<file path="config.mk">
export PLATFORM = sky130hd
export DESIGN_NAME = parity_lane_monitor
export DESIGN_NICKNAME = d
export VERILOG_FILES = /design/src/rtl/sl3_fec_pkg.sv /design/src/rtl/xor_2tick.sv /design/src/rtl/parity_lane_monitor.sv
export SDC_FILE = /design/constraint.sdc
export NUM_CORES = 1
export LEC_CHECK = 0
export BUFFER_PORTS_ARGS = -buffer_cell sky130_fd_sc_hd__buf_2
export CORE_ASPECT_RATIO = 1.2
export CORE_MARGIN = 1
export CORE_UTILIZATION = 53
export CTS_BUF_LIST = sky130_fd_sc_hd__clkbuf_16
export CTS_CLUSTER_SIZE = 12
export DETAILED_ROUTE_END_ITERATION = 6
export PLACE_DENSITY_LB_ADDON = 0.2
export SETUP_SLACK_MARGIN = 0.15
export SLEW_MARGIN = 20
export SYNTH_ARGS = -nofsm -noshare
export SYNTH_HDL_FRONTEND = slang
export SYNTH_SLANG_ARGS = --single-unit
</file>
<file path="constraint.sdc">
create_clock -name clk -period 5.8 [get_ports clk]
set_clock_uncertainty 0.15 [all_clocks]
set_input_delay 0.87 -clock clk [delete_from_list [all_inputs] [get_ports clk]]
set_output_delay 0.87 -clock clk [all_outputs]
set_load 0.005 [all_outputs]
</file>
<file path="src/rtl/sl3_fec_pkg.sv">
// rtl/sl3_fec_pkg.sv - shared types and width helpers for the SL3 FEC receive path
package sl3_fec_pkg;

    // Lane lock state; HUNT is the reset state.
    typedef enum logic {
        HUNT   = 1'b0,
        LOCKED = 1'b1
    } lock_state_t;

    localparam int DEF_LOCK_GOOD  = 8;
    localparam int DEF_UNLOCK_BAD = 4;
    localparam int DEF_WINDOW     = 64;

    // Bits needed to hold a counter that must reach max_val inclusive.
    function automatic int cnt_width(input int max_val);
        return $clog2(max_val + 1);
    endfunction

    localparam int DEF_GOOD_RUN_W = cnt_width(DEF_LOCK_GOOD);
    localparam int DEF_BAD_W      = cnt_width(DEF_UNLOCK_BAD);
    localparam int DEF_WIN_W      = cnt_width(DEF_WINDOW);

endpackage

</file>
<file path="src/rtl/xor_2tick.sv">
// rtl/xor_2tick.sv - two-level registered XOR reduction, up to 36 inputs
//
// Ports:
//   clk  in  1  clock
//   d    in  N  vector to reduce
//   q    out 1  XOR of d, two clock edges after d is sampled
// The registers carry no reset; callers qualify q with their own valid pipeline.
module xor_2tick #(
    parameter int N           = 33,
    parameter int TARGET_CHIP = 2
) (
    input  logic         clk,
    input  logic [N-1:0] d,
    output logic         q
);

    // First-level group size follows the LUT width of the target fabric.
    localparam int GRP = (TARGET_CHIP == 2) ? 6 : 4;
    localparam int NG  = 36 / GRP;

    logic [35:0]   padded;
    logic [NG-1:0] part;

    // Zero padding leaves the parity of d unchanged.
    assign padded = 36'(d);

    always_ff @(posedge clk) begin
        for (int g = 0; g < NG; g++) begin
            part[g] <= ^padded[g*GRP +: GRP];
        end
        q <= ^part;
    end

endmodule

</file>
<file path="src/rtl/parity_lane_monitor.sv">
// rtl/parity_lane_monitor.sv - lane parity checker with lock FSM and error statistics
//
// Ports:
//   clk        in  1          clock
//   arst_n     in  1          asynchronous active-low reset
//   din_valid  in  1          din/din_par meaningful this cycle
//   din        in  WIDTH      data word
//   din_par    in  1          transmitted even parity of din
//   clr_stats  in  1          synchronous clear of err_cnt and err_seen
//   par_valid  out 1          result strobe, 3 cycles after din_valid
//   par_err    out 1          parity error, qualified by par_valid
//   locked     out 1          lock FSM is in LOCKED
//   err_seen   out 1          sticky error flag
//   err_cnt    out CNT_WIDTH  saturating parity error count
module parity_lane_monitor
    import sl3_fec_pkg::*;
#(
    parameter int WIDTH       = 32,
    parameter int LOCK_GOOD   = 8,
    parameter int UNLOCK_BAD  = 4,
    parameter int WINDOW      = 64,
    parameter int CNT_WIDTH   = 16,
    parameter int TARGET_CHIP = 2
) (
    input  logic                 clk,
    input  logic                 arst_n,
    input  logic                 din_valid,
    input  logic [WIDTH-1:0]     din,
    input  logic                 din_par,
    input  logic                 clr_stats,
    output logic                 par_valid,
    output logic                 par_err,
    output logic                 locked,
    output logic                 err_seen,
    output logic [CNT_WIDTH-1:0] err_cnt
);

    localparam int GR_W  = cnt_width(LOCK_GOOD);
    localparam int BAD_W = cnt_width(UNLOCK_BAD);
    localparam int WIN_W = cnt_width(WINDOW);

    localparam logic [GR_W-1:0]  LOCK_GOOD_C  = GR_W'(LOCK_GOOD);
    localparam logic [BAD_W-1:0] UNLOCK_BAD_C = BAD_W'(UNLOCK_BAD);
    localparam logic [WIN_W-1:0] WINDOW_C     = WIN_W'(WINDOW);

    if (WIDTH > 35 || LOCK_GOOD == 0 || UNLOCK_BAD == 0 || WINDOW == 0) begin : g_param_check
        $error("parity_lane_monitor: illegal WIDTH/LOCK_GOOD/UNLOCK_BAD/WINDOW");
    end

    logic red;

    xor_2tick #(
        .N           (WIDTH + 1),
        .TARGET_CHIP (TARGET_CHIP)
    ) u_xor (
        .clk (clk),
        .d   ({din_par, din}),
        .q   (red)
    );

    // Valid travels alongside the two reduction registers; it masks the
    // unreset reduction contents after reset and drops in-flight words.
    logic [1:0] vpipe;
    logic       w_valid;
    logic       w_err;

    always_ff @(posedge clk or negedge arst_n) begin
        if (!arst_n) vpipe <= '0;
        else         vpipe <= {vpipe[0], din_valid};
    end

    assign w_valid = vpipe[1];
    assign w_err   = vpipe[1] & red;

    lock_state_t      state, state_n;
    logic [GR_W-1:0]  good_run, good_run_n, good_inc;
    logic [WIN_W-1:0] win_cnt, win_n, win_inc;
    logic [BAD_W-1:0] bad_cnt, bad_n, bad_inc;

    always_ff @(posedge clk or negedge arst_n) begin
        if (!arst_n) begin
            state    <= HUNT;
            good_run <= '0;
            win_cnt  <= '0;
            bad_cnt  <= '0;
        end else begin
            state    <= state_n;
            good_run <= good_run_n;
            win_cnt  <= win_n;
            bad_cnt  <= bad_n;
        end
    end

    always_comb begin
        state_n    = state;
        good_run_n = good_run;
        win_n      = win_cnt;
        bad_n      = bad_cnt;
        good_inc   = good_run + 1'b1;
        win_inc    = win_cnt + 1'b1;
        bad_inc    = bad_cnt + BAD_W'(w_err);
        if (w_valid) begin
            case (state)
                HUNT: begin
                    if (w_err) begin
                        good_run_n = '0;
                    end else if (good_inc == LOCK_GOOD_C) begin
                        state_n    = LOCKED;
                        good_run_n = '0;
                        win_n      = '0;
                        bad_n      = '0;
                    end else begin
                        good_run_n = good_inc;
                    end
                end
                LOCKED: begin
                    // Unlock is tested before window rollover so it wins a tie.
                    if (bad_inc == UNLOCK_BAD_C) begin
                        state_n    = HUNT;
                        good_run_n = '0;
                        win_n      = '0;
                        bad_n      = '0;
                    end else if (win_inc == WINDOW_C) begin
                        win_n = '0;
                        bad_n = '0;
                    end else begin
                        win_n = win_inc;
                        bad_n = bad_inc;
                    end
                end
                default: state_n = HUNT;
            endcase
        end
    end

    logic [CNT_WIDTH-1:0] err_cnt_n;
    logic                 err_seen_n;

    // Clear is applied first so a coincident error is still counted.
    always_comb begin
        err_cnt_n  = err_cnt;
        err_seen_n = err_seen;
        if (clr_stats) begin
            err_cnt_n  = '0;
            err_seen_n = 1'b0;
        end
        if (w_err) begin
            err_seen_n = 1'b1;
            if (err_cnt_n != '1) err_cnt_n = err_cnt_n + 1'b1;
        end
    end

    always_ff @(posedge clk or negedge arst_n) begin
        if (!arst_n) begin
            par_valid <= 1'b0;
            par_err   <= 1'b0;
            err_cnt   <= '0;
            err_seen  <= 1'b0;
        end else begin
            par_valid <= w_valid;
            par_err   <= w_err;
            err_cnt   <= err_cnt_n;
            err_seen  <= err_seen_n;
        end
    end

    assign locked = (state == LOCKED);

endmodule
</file>
==> flow_summary.ini <==
[clock_tree]
ctsHoldBuffers = 0
cts_resized = 0
clk_pin_slew_ps = 60
post-cts-setup-buffer-count = 0
clk_latency_ps = 280
cts_buffer_depth = 2
cts_tree = built
cts_num_sinks = 43
root_buffer = clkbuf_16
htree_levels = 2
cts_made_buffers = 5

[global_routing]
antenna_found_initial = 0
track_usage_pct = 21.4
grt_max_degree = 37
grt_pass1_vias = 1792
grt.overflow.total = 0
grt_pass1_wl_mm = 7.97

[die]
io_pins = 57
die_area_sq_um = 4810
std_cell_rows = 26
die_w_microns = 63.5
start_util_pct = 55.9
core_sq_um = 4290
die_h_microns = 75.8

[timing]
fmax_mhz = 356
setup_viol_count_final = 0
period_share_pct = 48.4
rsz0062_at_grt = no
worst_pin_slew_ps = 782
hold_viol_final = 0
finalMaxSlewViolations = 0
min_period_ps = 2810
slew_headroom_pct = 47.8
tns_ps = 0

[outcome]
status = finished clean

[yosys]
synth_area_per_cell_sq_um = 9.97
synth_cell_types = 51
synthTopCellsByArea = dfrtp_1 38%, xnor2_1 13%, dfxtp_1 5.8%, nand2_1 3.8%, ha_1 3.1%
synth_seq_cells = 43
seq_area_frac_synth_pct = 43.3
yosys.area.top_type_share_pct = 37.5
yosysWarningCount = 0
synth_nets = 284
syn_area_sq_um = 2400
syn_inst = 241
synth_top_area_cell = dfrtp_1

[worst_setup_path]
ff2ff_path_depth = 9
critPathArrivalTime_ps = 2860
worstPathRequired_ps = 5850
crit_path_end_kind = flip-flop
path_max_fanout = 18
startpoint_type = input port
crit_type = input port to flip-flop

[cells_and_area]
area_growth_syn_to_layout_pct = 20.6
fill_cells = 373
post-route-util_pct = 67.5
nNetsFinal = 342
final_cell_area_sq_um = 2900
layout-drive-gt1-share_pct = 24.3
diodes = 0

[placement]
io_buffer_count = 56
place_congestion = 0.822
placed_area_sq_um = 2730
place_hpwl_mm = 3.44

[hold_path]
min_path_cells = 0
min_path_type = flip-flop to flip-flop

[pwr]
ir_drop_uv = 174
p_per_area_nw_per_um2 = 300
total_power_uw = 869
leakage_nw = 1.34

[route]
wirelength_mm = 4.73
drc_errors = 0
vias = 1958
ant_nets = 0
wl_per_cell_microns = 13.3
firstDrtPassIters = 4
drt_iter0_drc = 162
vias_per_cell = 5.50

[job]
cap_viol_max_count = 0
==> synth_stat cells (all sizes together) <==
library cell	instances
a21boi	1
mux2i	1
a211oi	2
a311o	1
and3b	1
a21o	2
and2	2
nor2b	6
nand2b	3
xor2	8
and2b	1
a31oi	1
or4	5
nor4b	2
buf	2
a21oi	7
inv	7
nand3	12
o31ai	10
a41oi	1
a21bo	2
nand4	5
xnor2	37
a22o	3
or2	2
ha	6
nor2	12
nand4b	1
nor4	3
or2b	1
clkbuf	4
dfrtp	36
nor3	1
nand3b	2
nor3b	1
o21a	1
a211o	3
nand2	24
o21ai	8
a221oi	1
a32o	3
and3	2
a2111oi	1
dfxtp	7
==> worst max-delay path, stage by stage <==
cell and delay [ps]:
buf_2 210, and2b_1 270, ha_1 210, nand3b_1 90, nor4_1 540, a21o_1 380
o31ai_1 120, a21oi_1 170
==> where the power goes <==
group / switching, mW / internal [mW] / total (mW)
combinational: 0.0905 / 0.0876 / 0.178
clock: 0.114 / 0.203 / 0.317
sequential: 0.0359 / 0.338 / 0.374
==> layer usage <==
metal	global-route usage (%)	routed length [microns]	vias to the layer above
met4	8.59	80	0
li1	-	-	979
met3	2.84	174	8
met1	24.8	1990	927
met5	0	0	-
met2	40.4	2480	44
==> layout by cell type, fill, tap and decap left out, types with 3 or more instances in the layout <==
master and instances:
clkbuf_16 5, a32o_1 3, a211o_1 3, a21oi_1 7, nand3_1 11, dfxtp_1 7
nor2_1 12, nand2_1 24, o21ai_1 5, ha_1 6, o31ai_1 10, o21ai_0 3
inv_1 7, xnor2_1 37, buf_2 56, xor2_1 8, or4_1 5, nor2b_1 5
a22o_1 3, nand4_1 5, dfrtp_1 36
==> logic make-up (layout without fill, tap and decap cells) <==
| group | count (synthesis) | count (layout) | share of synthesized area (%) |
|---|---|---|---|
| AOI/OAI and AO/OA | 47 | 47 | 14.4 |
| buffers and inverters | 13 | 72 | 2.40 |
| DFF | 43 | 43 | 43.3 |
| adders and majority gates | 6 | 6 | 3.12 |
| and+or+nand+nor | 86 | 86 | 19.9 |
| muxes | 1 | 1 | 0.417 |
| xor gates and xnor gates | 45 | 45 | 16.4 |
==> area by class of cell <==
type / instances / area [sq um] / share of cell area [%]
Clock buffer: 5 / 125 / 4.32
Inverter: 7 / 26.3 / 0.907
Clock inverter: 3 / 43.8 / 1.51
Tap cell: 56 / 70.1 / 2.42
Sequential cell: 43 / 1040 / 35.9
Multi-Input combinational cell: 185 / 1300 / 45.0
Timing Repair Buffer: 57 / 288 / 9.93
==> registers in the layout, summed over array words and instances (netlist names) <==
register / count
err_cnt: 16
u_xor.part: 6
par_valid: 1
err_seen: 1
bad_cnt: 3
locked: 1
vpipe: 2
good_run: 4
u_xor.q: 1
win_cnt: 7
par_err: 1
==> final timing paths <==
check / startpoint / endpoint / slack [ps]
max: clr_stats / err_cnt[9]$_DFF_PN0_ / 2990
min: vpipe[0]$_DFF_PN0_ / vpipe[1]$_DFF_PN0_ / 190
max reg2reg: vpipe[1]$_DFF_PN0_ / good_run[3]$_DFFE_PN0P_ / 3000
min reg2reg: vpipe[0]$_DFF_PN0_ / vpipe[1]$_DFF_PN0_ / 190
max in group asynchronous: arst_n / err_seen$_DFFE_PN0P_ / 4490
min in group asynchronous: arst_n / win_cnt[4]$_DFFE_PN0P_ / 510
==> metrics by stage <==
step           std cells  setup WS (ps)  hold slack [ps]
6_report             356           2990              195
5_1_grt              356           2650              195
4_1_cts              356           2990              194
3_5_place_dp         348           2770              186
3_3_place_gp         348           2840              183
2_1_floorplan        241           3270              181
Power figures use the tool's default switching activity.
